[src/rtl/pipe_reg_elastic_if.sv]
// rtl/pipe_reg_elastic_if.sv - valid/ready/data handshake bundle for elastic stage registers
interface pipe_reg_elastic_if #(
  parameter int WIDTH = 32
);
  logic             valid;
  logic             ready;
  logic [WIDTH-1:0] data;

  modport master (output valid, output data, input ready);
  modport slave  (input valid, input data, output ready);
endinterface

[src/rtl/pipe_reg_elastic.sv]
// rtl/pipe_reg_elastic.sv - elastic stage register with two-entry skid buffer and registered in_ready
// Optional stall/flush performance counters enabled by defining PIPE_REG_PERF_EN.
module pipe_reg_elastic #(
  parameter int WIDTH          = 32,
  parameter bit CLEAR_ON_FLUSH = 1'b1
) (
  input  logic                 clk,
  input  logic                 reset,
  input  logic                 flush,
  pipe_reg_elastic_if.slave    in_if,
  pipe_reg_elastic_if.master   out_if,
  output logic [1:0]           occupancy
`ifdef PIPE_REG_PERF_EN
  ,
  output logic [15:0]          stall_cnt,
  output logic [15:0]          flush_cnt
`endif
);

  // Encoding is {skid_valid, out_valid}; 2'b10 is unreachable.
  typedef enum logic [1:0] {
    EMPTY = 2'b00,
    FULL1 = 2'b01,
    FULL2 = 2'b11
  } state_e;

  state_e           state_q, state_d;
  logic [WIDTH-1:0] out_data_q, out_data_d;
  logic [WIDTH-1:0] skid_data_q, skid_data_d;
  logic             in_ready_q, in_ready_d;
  logic [1:0]       occupancy_q, occupancy_d;
  logic             accept;
  logic             release_x;

  assign accept    = in_if.valid && in_ready_q;
  assign release_x = state_q[0] && out_if.ready;

  always_comb begin
    state_d     = state_q;
    out_data_d  = out_data_q;
    skid_data_d = skid_data_q;
    if (flush) begin
      state_d = EMPTY;
      if (CLEAR_ON_FLUSH) begin
        out_data_d  = '0;
        skid_data_d = '0;
      end
    end else begin
      case (state_q)
        EMPTY: begin
          if (accept) begin
            state_d    = FULL1;
            out_data_d = in_if.data;
          end
        end
        FULL1: begin
          if (accept && release_x) begin
            out_data_d = in_if.data;
          end else if (accept) begin
            state_d     = FULL2;
            skid_data_d = in_if.data;
          end else if (release_x) begin
            state_d = EMPTY;
          end
        end
        FULL2: begin
          if (release_x) begin
            state_d    = FULL1;
            out_data_d = skid_data_q;
          end
        end
        default: state_d = EMPTY;
      endcase
    end
    // in_ready and occupancy are precomputed from the next state so both leave the block as flops.
    in_ready_d = (state_d != FULL2);
    case (state_d)
      FULL1:   occupancy_d = 2'd1;
      FULL2:   occupancy_d = 2'd2;
      default: occupancy_d = 2'd0;
    endcase
  end

  always_ff @(posedge clk or negedge reset) begin
    if (!reset) begin
      state_q     <= EMPTY;
      out_data_q  <= '0;
      skid_data_q <= '0;
      in_ready_q  <= 1'b1;
      occupancy_q <= 2'd0;
    end else begin
      state_q     <= state_d;
      out_data_q  <= out_data_d;
      skid_data_q <= skid_data_d;
      in_ready_q  <= in_ready_d;
      occupancy_q <= occupancy_d;
    end
  end

  assign in_if.ready  = in_ready_q;
  assign out_if.valid = state_q[0];
  assign out_if.data  = out_data_q;
  assign occupancy    = occupancy_q;

`ifdef PIPE_REG_PERF_EN
  logic [15:0] stall_cnt_q, stall_cnt_d;
  logic [15:0] flush_cnt_q, flush_cnt_d;
  logic [16:0] flush_sum;

  always_comb begin
    stall_cnt_d = stall_cnt_q;
    flush_cnt_d = flush_cnt_q;
    flush_sum   = {1'b0, flush_cnt_q} + {15'd0, occupancy_q};
    if (state_q[0] && !out_if.ready && (stall_cnt_q != 16'hFFFF)) begin
      stall_cnt_d = stall_cnt_q + 16'd1;
    end
    if (flush) begin
      flush_cnt_d = flush_sum[16] ? 16'hFFFF : flush_sum[15:0];
    end
  end

  always_ff @(posedge clk or negedge reset) begin
    if (!reset) begin
      stall_cnt_q <= '0;
      flush_cnt_q <= '0;
    end else begin
      stall_cnt_q <= stall_cnt_d;
      flush_cnt_q <= flush_cnt_d;
    end
  end

  assign stall_cnt = stall_cnt_q;
  assign flush_cnt = flush_cnt_q;
`endif

endmodule

[src/flat_wrapper.sv]
// flat-port wrapper written by rule: the top's interface ports become plain ports
module pipe_reg_elastic_flat 
#(
  parameter int WIDTH          = 32,
  parameter bit CLEAR_ON_FLUSH = 1'b1
)
  (clk, reset, flush, occupancy, in_if_valid, in_if_data, in_if_ready, out_if_valid, out_if_data, out_if_ready);
  pipe_reg_elastic_if #(.WIDTH(WIDTH)) in_if_i ();
  pipe_reg_elastic_if #(.WIDTH(WIDTH)) out_if_i ();
  input  logic clk;
  input  logic reset;
  input  logic flush;
  output logic [1:0] occupancy;
  input wire logic [$bits(in_if_i.valid)-1:0] in_if_valid;
  input wire logic [$bits(in_if_i.data)-1:0] in_if_data;
  output wire logic [$bits(in_if_i.ready)-1:0] in_if_ready;
  output wire logic [$bits(out_if_i.valid)-1:0] out_if_valid;
  output wire logic [$bits(out_if_i.data)-1:0] out_if_data;
  input wire logic [$bits(out_if_i.ready)-1:0] out_if_ready;
  assign in_if_i.valid = in_if_valid;
  assign in_if_i.data = in_if_data;
  assign in_if_ready = in_if_i.ready;
  assign out_if_valid = out_if_i.valid;
  assign out_if_data = out_if_i.data;
  assign out_if_i.ready = out_if_ready;
  pipe_reg_elastic #(.WIDTH(WIDTH), .CLEAR_ON_FLUSH(CLEAR_ON_FLUSH)) u_core (.clk(clk), .reset(reset), .flush(flush), .in_if(in_if_i), .out_if(out_if_i), .occupancy(occupancy));
endmodule
[config.mk]
export PLATFORM = sky130hd
export DESIGN_NAME = pipe_reg_elastic_flat
export DESIGN_NICKNAME = d
export VERILOG_FILES = /design/src/rtl/pipe_reg_elastic_if.sv /design/src/rtl/pipe_reg_elastic.sv /design/src/flat_wrapper.sv
export SDC_FILE = /design/constraint.sdc
export NUM_CORES = 1
export LEC_CHECK = 0
export CORE_MARGIN = 2
export CORE_UTILIZATION = 35
export CTS_BUF_LIST = sky130_fd_sc_hd__clkbuf_2 sky130_fd_sc_hd__clkbuf_4 sky130_fd_sc_hd__clkbuf_8
export DETAILED_ROUTE_END_ITERATION = 8
export SETUP_SLACK_MARGIN = 0.4
export SLEW_MARGIN = 15
export SYNTH_ARGS = -nofsm -noshare
export SYNTH_HDL_FRONTEND = slang
export SYNTH_SLANG_ARGS = --single-unit
export TNS_END_PERCENT = 20
[constraint.sdc]
create_clock -name clk -period 3.7 [get_ports clk]
set_input_delay 0.74 -clock clk [delete_from_list [all_inputs] [get_ports clk]]
set_output_delay 0.74 -clock clk [all_outputs]
set_load 0.03 [all_outputs]
Word-level counts from Yosys, hierarchy flattened
Index checks and enable logic that the tools add are counted.
{"block": "word_totals", "word_cells": 39, "out_inout_bits": 36, "ff_bits": 69}
{"block": "op_classes", "reduce_logical": 9, "mux": 16, "eq_ne": 9}
{"cell": "two-way mux 32 bit", "n": 7}
{"cell": "case mux 32 bit (3 select lines)", "n": 1}
{"cell": "two-way mux 2 bit", "n": 6}
{"cell": "inequality test 3 x 2 -> 1 bit (second input constant)", "n": 3}
{"cell": "case mux 2 bit (3 select lines)", "n": 1}
{"cell": "equality test 2 x 1 -> 1 bit (second input constant)", "n": 2}
{"cell": "equality test 2 bit (second input constant)", "n": 2}
{"cell": "inequality test 2 bit (second input constant)", "n": 2}
{"cell": "case mux 2 bit (2 select lines)", "n": 1}
{"cell": "AND reduction 4 bit", "n": 1}
{"cell": "nonzero test 2 bit", "n": 2}
{"cell": "nonzero test 4 bit", "n": 1}
{"cell": "logical AND 1 bit", "n": 3}
{"cell": "AND reduction 3 bit", "n": 1}
{"cell": "logical NOT 2 bit", "n": 1}

Longest topological paths before layout
Gate-level depths: netlist of run 1.
{"block": "depth", "ltp_word": 8, "depth_mapped": 6}

Least setup slack after synthesis of run 1
No wires, ideal clock.
{"block": "synth_timing", "path_kind": "input-to-reg", "start": "in out_if_ready", "end": "reg u_core.out_data_q[10], in the netlist u_core.out_if.data[10]", "arrival_time_ns": 1.635, "cell_stages": 5, "setup_slack_ns": 1.930, "path_buffers": 2, "cell_sequence": "nand2b_1 -> buf_4 -> a31oi_4 -> buf_4 -> o31ai_1"}
{"block": "synth_via", "elab_chain_cells": 4}
{"element": "from (decl)", "line_no": "flat_wrapper.sv:19", "rtl": "input wire logic [$bits(out_if_i.ready)-1:0] out_if_ready;"}
{"element": "logical AND 1 bit *", "line_no": "pipe_reg_elastic.sv:36", "rtl": "assign release_x = state_q[0] && out_if.ready;"}
{"element": "logical AND 1 bit", "line_no": "pipe_reg_elastic.sv:57", "rtl": "if (accept && release_x) begin"}
{"element": "inequality test 3 x 2 -> 1 bit (no source line)"}
{"element": "AND reduction 4 bit (no source line) *"}
{"element": "to (signal assigned)", "line_no": "pipe_reg_elastic.sv:93", "rtl": "out_data_q <= out_data_d;"}
{"element": "to (decl)", "line_no": "pipe_reg_elastic.sv:28", "rtl": "logic [WIDTH-1:0] out_data_q, out_data_d;"}
Every way passes the cells marked *; elsewhere a longest branch is shown, timed or not.
A chain may end at the register's enable or synchronous reset.

Final worst setup path of run 1
{"block": "layout_timing", "start": "in out_if_ready", "end": "reg u_core.skid_data_q[29]"}
{"block": "layout_via", "elab_chain_cells": 4}
{"element": "logical AND 1 bit", "line_no": "pipe_reg_elastic.sv:36"}
{"element": "logical AND 1 bit", "line_no": "pipe_reg_elastic.sv:57"}
{"element": "inequality test 2 bit (no source line)"}
{"element": "AND reduction 3 bit (no source line)"}
{"element": "to (signal assigned)", "line_no": "pipe_reg_elastic.sv:94", "rtl": "skid_data_q <= skid_data_d;"}
{"element": "to (decl)", "line_no": "pipe_reg_elastic.sv:29", "rtl": "logic [WIDTH-1:0] skid_data_q, skid_data_d;"}
Every way passes these cells.

==> run metrics, run 1 <==
synthesized cell area=0.00298 sq mm; initial antenna violation count=0; post-route insts no fill=between 400 and 500; vias in the first global route=roughly 2100; worst-margin pin slew=~1.0 ns; Post-layout nets=340; H-tree depth=3; Final Skew=about 0.012 ns; commonest non-fill, non-tap cells in the layout=clkdlybuf4s50_1 (70), dfrtp_1 (68), nand2_1 (33); power density over the cells=426 mW/mm^2; Final setup viols=0; largest net degree at the start of global routing=70; clk slew on worst S/H paths=about 0.080 ns; I/O Buffers=72; Synth Instances=238; CP arrival=between 2 and 3 ns; fmax=409 MHz; Initial Utilization=a little over a third; worst min path class=flip-flop to flip-flop; DR WL/cell=around 16 um; dpl hpwl=just under 4 mm; layout cells sized above 1=roughly 9%; Relative slew margins=31.2%; CTS tree=yes; # clock sinks=approximately 70; IO Pins=73; ys async rst share=100%; synthesis-stage register bit count=69; post-synth net total=approximately 280; Post-synth EDFFs=0; Vias=~2100; antenna-violating nets left=0; dpl ws=about 0.93 ns; leading area contributor after synthesis=dfrtp_1; first-pass GRT wire length=~11 mm; Placer Congestion=~0.75; predominant post-synthesis flop cell=dfrtp_1; Layout area overhead=30.8%; later-pin clock latency in the skew report=~0.34 ns; Resized Gates After CTS=0; Die H=between 90 and 100 um; Final min period=roughly 2.4 ns; Setup Total Neg Slack=0 ns; hold_buf cts=0; vias per std cell=approximately 5.1; Final WS setup=~1.3 ns; static leakage=1.88 nW; Worst EP required=a little under 4 ns; Yosys warning total=0; critical path type=input port to flip-flop; dpl cells=~400; synthesized area per cell=12.5 sq um; CP Capture Type=flip-flop; DRT iter0 DRCs=between 100 and 150; total CTS buffers=9; RSZ-0062 raised after global routing=no; Layout Utilization=around 47%; commonest non-fill, non-tap cell in the layout=clkdlybuf4s50_1; max-cap violation count=0; setup bufs post-CTS=0; final period utilization=about 66%; Max clock buf depth=2; final hold violation count=0; post-synth top area share=roughly 57%; drt first pass iters=4; synth top area cells=dfrtp_1 (57%), mux2i_1 (11%), a22o_1 (9.4%); Seq/Total Area, Yosys=58.0%; grt ovf=0; VDD IR max=between 150 and 200 uV; outcome=complete, no violations; GRT Total Usage=around 15%; max-slew violations=0; core area=between 0.008 and 0.009 sq mm; Unique masters post-synth=24; die width=96.2 um; Critical Path Start Type=input port; CTS root buf=clkbuf_8; drt drc=0; Rows=33; Routed Wire Length=roughly 6.5 mm; Crit Path Max Fanout=18; # diodes=0; die area=between 0.009 and 0.01 sq mm
synth_stat cells, types with 2 or more instances:
master    count
nand2_1      33
o31ai_1      32
nor3b_1       2
nand2b_1      3
clkbuf_1      2
dfrtp_1      68
buf_6         5
buf_4         3
buf_2        10
nor2_1        4
mux2i_1      32
a22o_1       32
cells by family after synthesis:
kind of cell	Yosys count	share of synthesized area, %
flops	69	58.0
xor+xnor	1	0.294
mux	32	10.8
simple gates	46	7.23
compound gates	68	18.9
buf+inv	22	4.83
metal layers:
metal	track usage [%]	share of wire [%]	up-vias
met5	0	0	-
li1	-	-	1003
met2	23.8	48	47
met1	20.0	47	1054
met3	4.07	4.5	2
met4	7.14	0.76	0
worst paths after layout:
kind                                                         from                                 end  slack [ns]  cells past startpoint
worst max-delay path                                 out_if_ready  u_core.skid_data_q[29]$_DFFE_PN0P_        1.25                      6
max in group asynchronous                                   reset  u_core.skid_data_q[26]$_DFFE_PN0P_        2.58                      1
worst min-delay path            u_core.out_if.data[8]$_DFFE_PN0P_   u_core.out_if.data[8]$_DFFE_PN0P_        0.48                      2
min in group asynchronous                                   reset  u_core.skid_data_q[13]$_DFFE_PN0P_        0.51                      1
worst max register to register        u_core.state_q[0]$_DFF_PN0_  u_core.skid_data_q[29]$_DFFE_PN0P_        1.74                      5
worst min register to register  u_core.out_if.data[8]$_DFFE_PN0P_   u_core.out_if.data[8]$_DFFE_PN0P_        0.48                      2
state kept, by name (all words and copies together), names as in the netlist:
name	flops
u_core.in_if.ready	1
u_core.occupancy	2
u_core.skid_data_q	32
u_core.out_if.data	32
u_core.state_q	2
power breakdown:
group | internal (mW) | total, mW | switching, mW
clock network | 0.280 | 0.560 | 0.280
registers | 0.794 | 0.818 | 0.0234
logic | 0.122 | 0.283 | 0.161
per-stage QoR:
stage	power [mW]	instance area [sq um]	hold WS, ns
global route	1.74	3890	0.500
CTS	1.68	3890	0.485
finish	1.66	3890	0.478
global placement	1.12	3710	0.459
floorplan	0.982	2980	0.444
detailed placement	1.12	3710	0.467
final cells by class:
| type | instances | area (sq um) |
|---|---|---|
| Multi-Input combinational cell | 147 | 1110 |
| Clock inverter | 5 | 35.0 |
| Fill cell | 763 | 4320 |
| Tap cell | 105 | 131 |
| Timing Repair Buffer | 75 | 736 |
| Inverter | 1 | 3.75 |
| Clock buffer | 11 | 151 |
| Sequential cell | 69 | 1730 |
critical path, cell delays in order:
cell             delay (ns)
clkdlybuf4s50_1        0.49
nand2b_1               0.35
nor3_2                 0.08
nor2_2                 0.50
buf_4                  0.36
a22o_1                 0.19
(Power assumes the default switching activity.)
==> run 2, diff against run 1 <==
clock period = 2.5 ns   (was 3.7 ns; I/O delays follow)
==> run 2 against run 1 <==
Against the previous run: combinational power grew 49%; clock skew down 0.0067 ns; worst hold slack lost 0.19 ns; largest power group unchanged; critical path type is now flip-flop to primary output; largest cell class unchanged; global-route usage increased by 0.30 points; sequential power increased by 48%; via count down 1.6%.
==> run metrics, run 2 (synthesis gave the netlist of run 1 again) <==
outcome=complete, no violations; Setup Total Neg Slack=0 ns; critical path type=flip-flop to primary output; Fillers=approximately 770; Initial Utilization=a little over a third; CTS root buf=clkbuf_8; Final Skew=0.00543 ns; RSZ-0062 raised after global routing=no; Routed Wire Length=roughly 6.5 mm; Die H=between 90 and 100 um; later-pin clock latency in the skew report=about 0.33 ns; area taken by multi-input logic gates=between 0.001 and 0.0015 sq mm; total CTS buffers=9; Placer Congestion=approximately 0.72; fmax=a little under 500 MHz; worst min path class=input port to asynchronous set/reset pin; clk slew on worst S/H paths=roughly 0.070 ns; Resized Gates After CTS=0; vias in the first global route=2140; dpl ws=between 0.3 and 0.4 ns; max-slew violations=0; CP cell instances=clkdlybuf4s50_1; Post-DP Area=between 0.003 and 0.004 sq mm; Post-layout nets=343; first-pass GRT wire length=between 10 and 15 mm; final period utilization=about four fifths; final hold violation count=0; R2R Path Start=u_core.state_q[1]$_DFF_PN0_; r2r setup slk=0.81 ns; DR WL/cell=approximately 16 um; CP Capture Type=primary output; static leakage=roughly 1.9 nW; DRT iter0 DRCs=approximately 110; drt first pass iters=4; crit path launch=u_core.in_if.ready$_DFF_PN1_; worst-margin pin slew=slightly below 0.9 ns; Buffers & Inverters on Critical Path=1; max-cap violation count=0; CTS tree=yes; drt drc=0; core area=between 0.008 and 0.009 sq mm; grt ovf=0; H-tree depth=3; die width=slightly below 100 um; IO Pins=between 70 and 80; Crit Path Max Fanout=3; delay-heaviest family, CP=buffers and inverters; # clock sinks=a little under 70; largest net degree at the start of global routing=70; Worst EP required=around 2 ns; die area=between 0.009 and 0.01 sq mm; # diodes=0; CP peak stage delay=0.66 ns; Max clock buf depth=2; GRT Total Usage=roughly 16%; power density over the cells=640 mW/mm^2; CP arrival=between 1.5 and 2 ns; setup bufs post-CTS=0; vias per std cell=approximately 5.0; Layout area overhead=32.4%; Final setup viols=0; Final min period=2.04 ns; Worst path slowest cell=clkdlybuf4s50_1; antenna-violating nets left=0; dpl hpwl=slightly above 4 mm; Vias=2072; cell area after layout=around 0.0039 sq mm; Final WS setup=between 0.4 and 0.5 ns; storage element area=0.00173 sq mm; commonest non-fill, non-tap cells in the layout=clkdlybuf4s50_1 (70), dfrtp_1 (68), nand2_1 (33); Critical Path Start Type=flip-flop; commonest non-fill, non-tap cell in the layout=clkdlybuf4s50_1; hold_buf cts=0; Relative slew margins=41.3%; VDD IR max=around 350 uV; Rows=33; I/O Buffers=between 70 and 80; initial antenna violation count=0; layout cells sized above 1=about a tenth
[run 2: cell types whose count changed in the layout (fill, tap and decap cells not counted), sizes merged]
cell,delta
clkinvlp,-1
clkbuf,+5
buf,+3
clkinv,-4
[run 2: final timing paths]
check / to / depth (start not counted)
worst min-delay path: u_core.state_q[1]$_DFF_PN0_ / 1
worst max-delay path: in_if_ready / 1
worst min register to register: u_core.out_if.data[10]$_DFFE_PN0P_ / 2
max in group asynchronous: u_core.skid_data_q[7]$_DFFE_PN0P_ / 1
worst max register to register: u_core.out_if.data[28]$_DFFE_PN0P_ / 4
min in group clk: u_core.out_if.data[10]$_DFFE_PN0P_ / 2
[run 2: metal layers]
metal	GRT usage [%]	share of wire, %
met3	3.05	4.1
met1	20.9	48
met2	24.4	46
met5	0	0
met4	7.50	1.9
[run 2: report_power, final]
group | leakage (nW) | internal, mW | switching [mW]
Combinational | 0.880 | 0.183 | 0.239
Clock | 0.107 | 0.504 | 0.385
Sequential | 0.923 | 1.18 | 0.0352
[run 2: area by class of cell]
cell class	count	share of cell area [%]
Clock buffer	16	5.11
Inverter	1	0.0952
Multi-Input combinational cell	147	28.1
Sequential cell	69	43.8
Tap cell	105	3.33
Timing Repair Buffer	78	19.5
[run 2: stage by stage]
stage | hold slack, ns | cells | power [mW] | utilization [%]
finish | 0.283 | 416 | 2.52 | 48.0
global route | 0.338 | 416 | 2.65 | 48.0
CTS | 0.305 | 416 | 2.57 | 48.0
detailed placement | 0.465 | 400 | 1.66 | 45.5
global placement | 0.461 | 400 | 1.66 | 45.5
floorplan | 0.204 | 238 | 1.45 | -
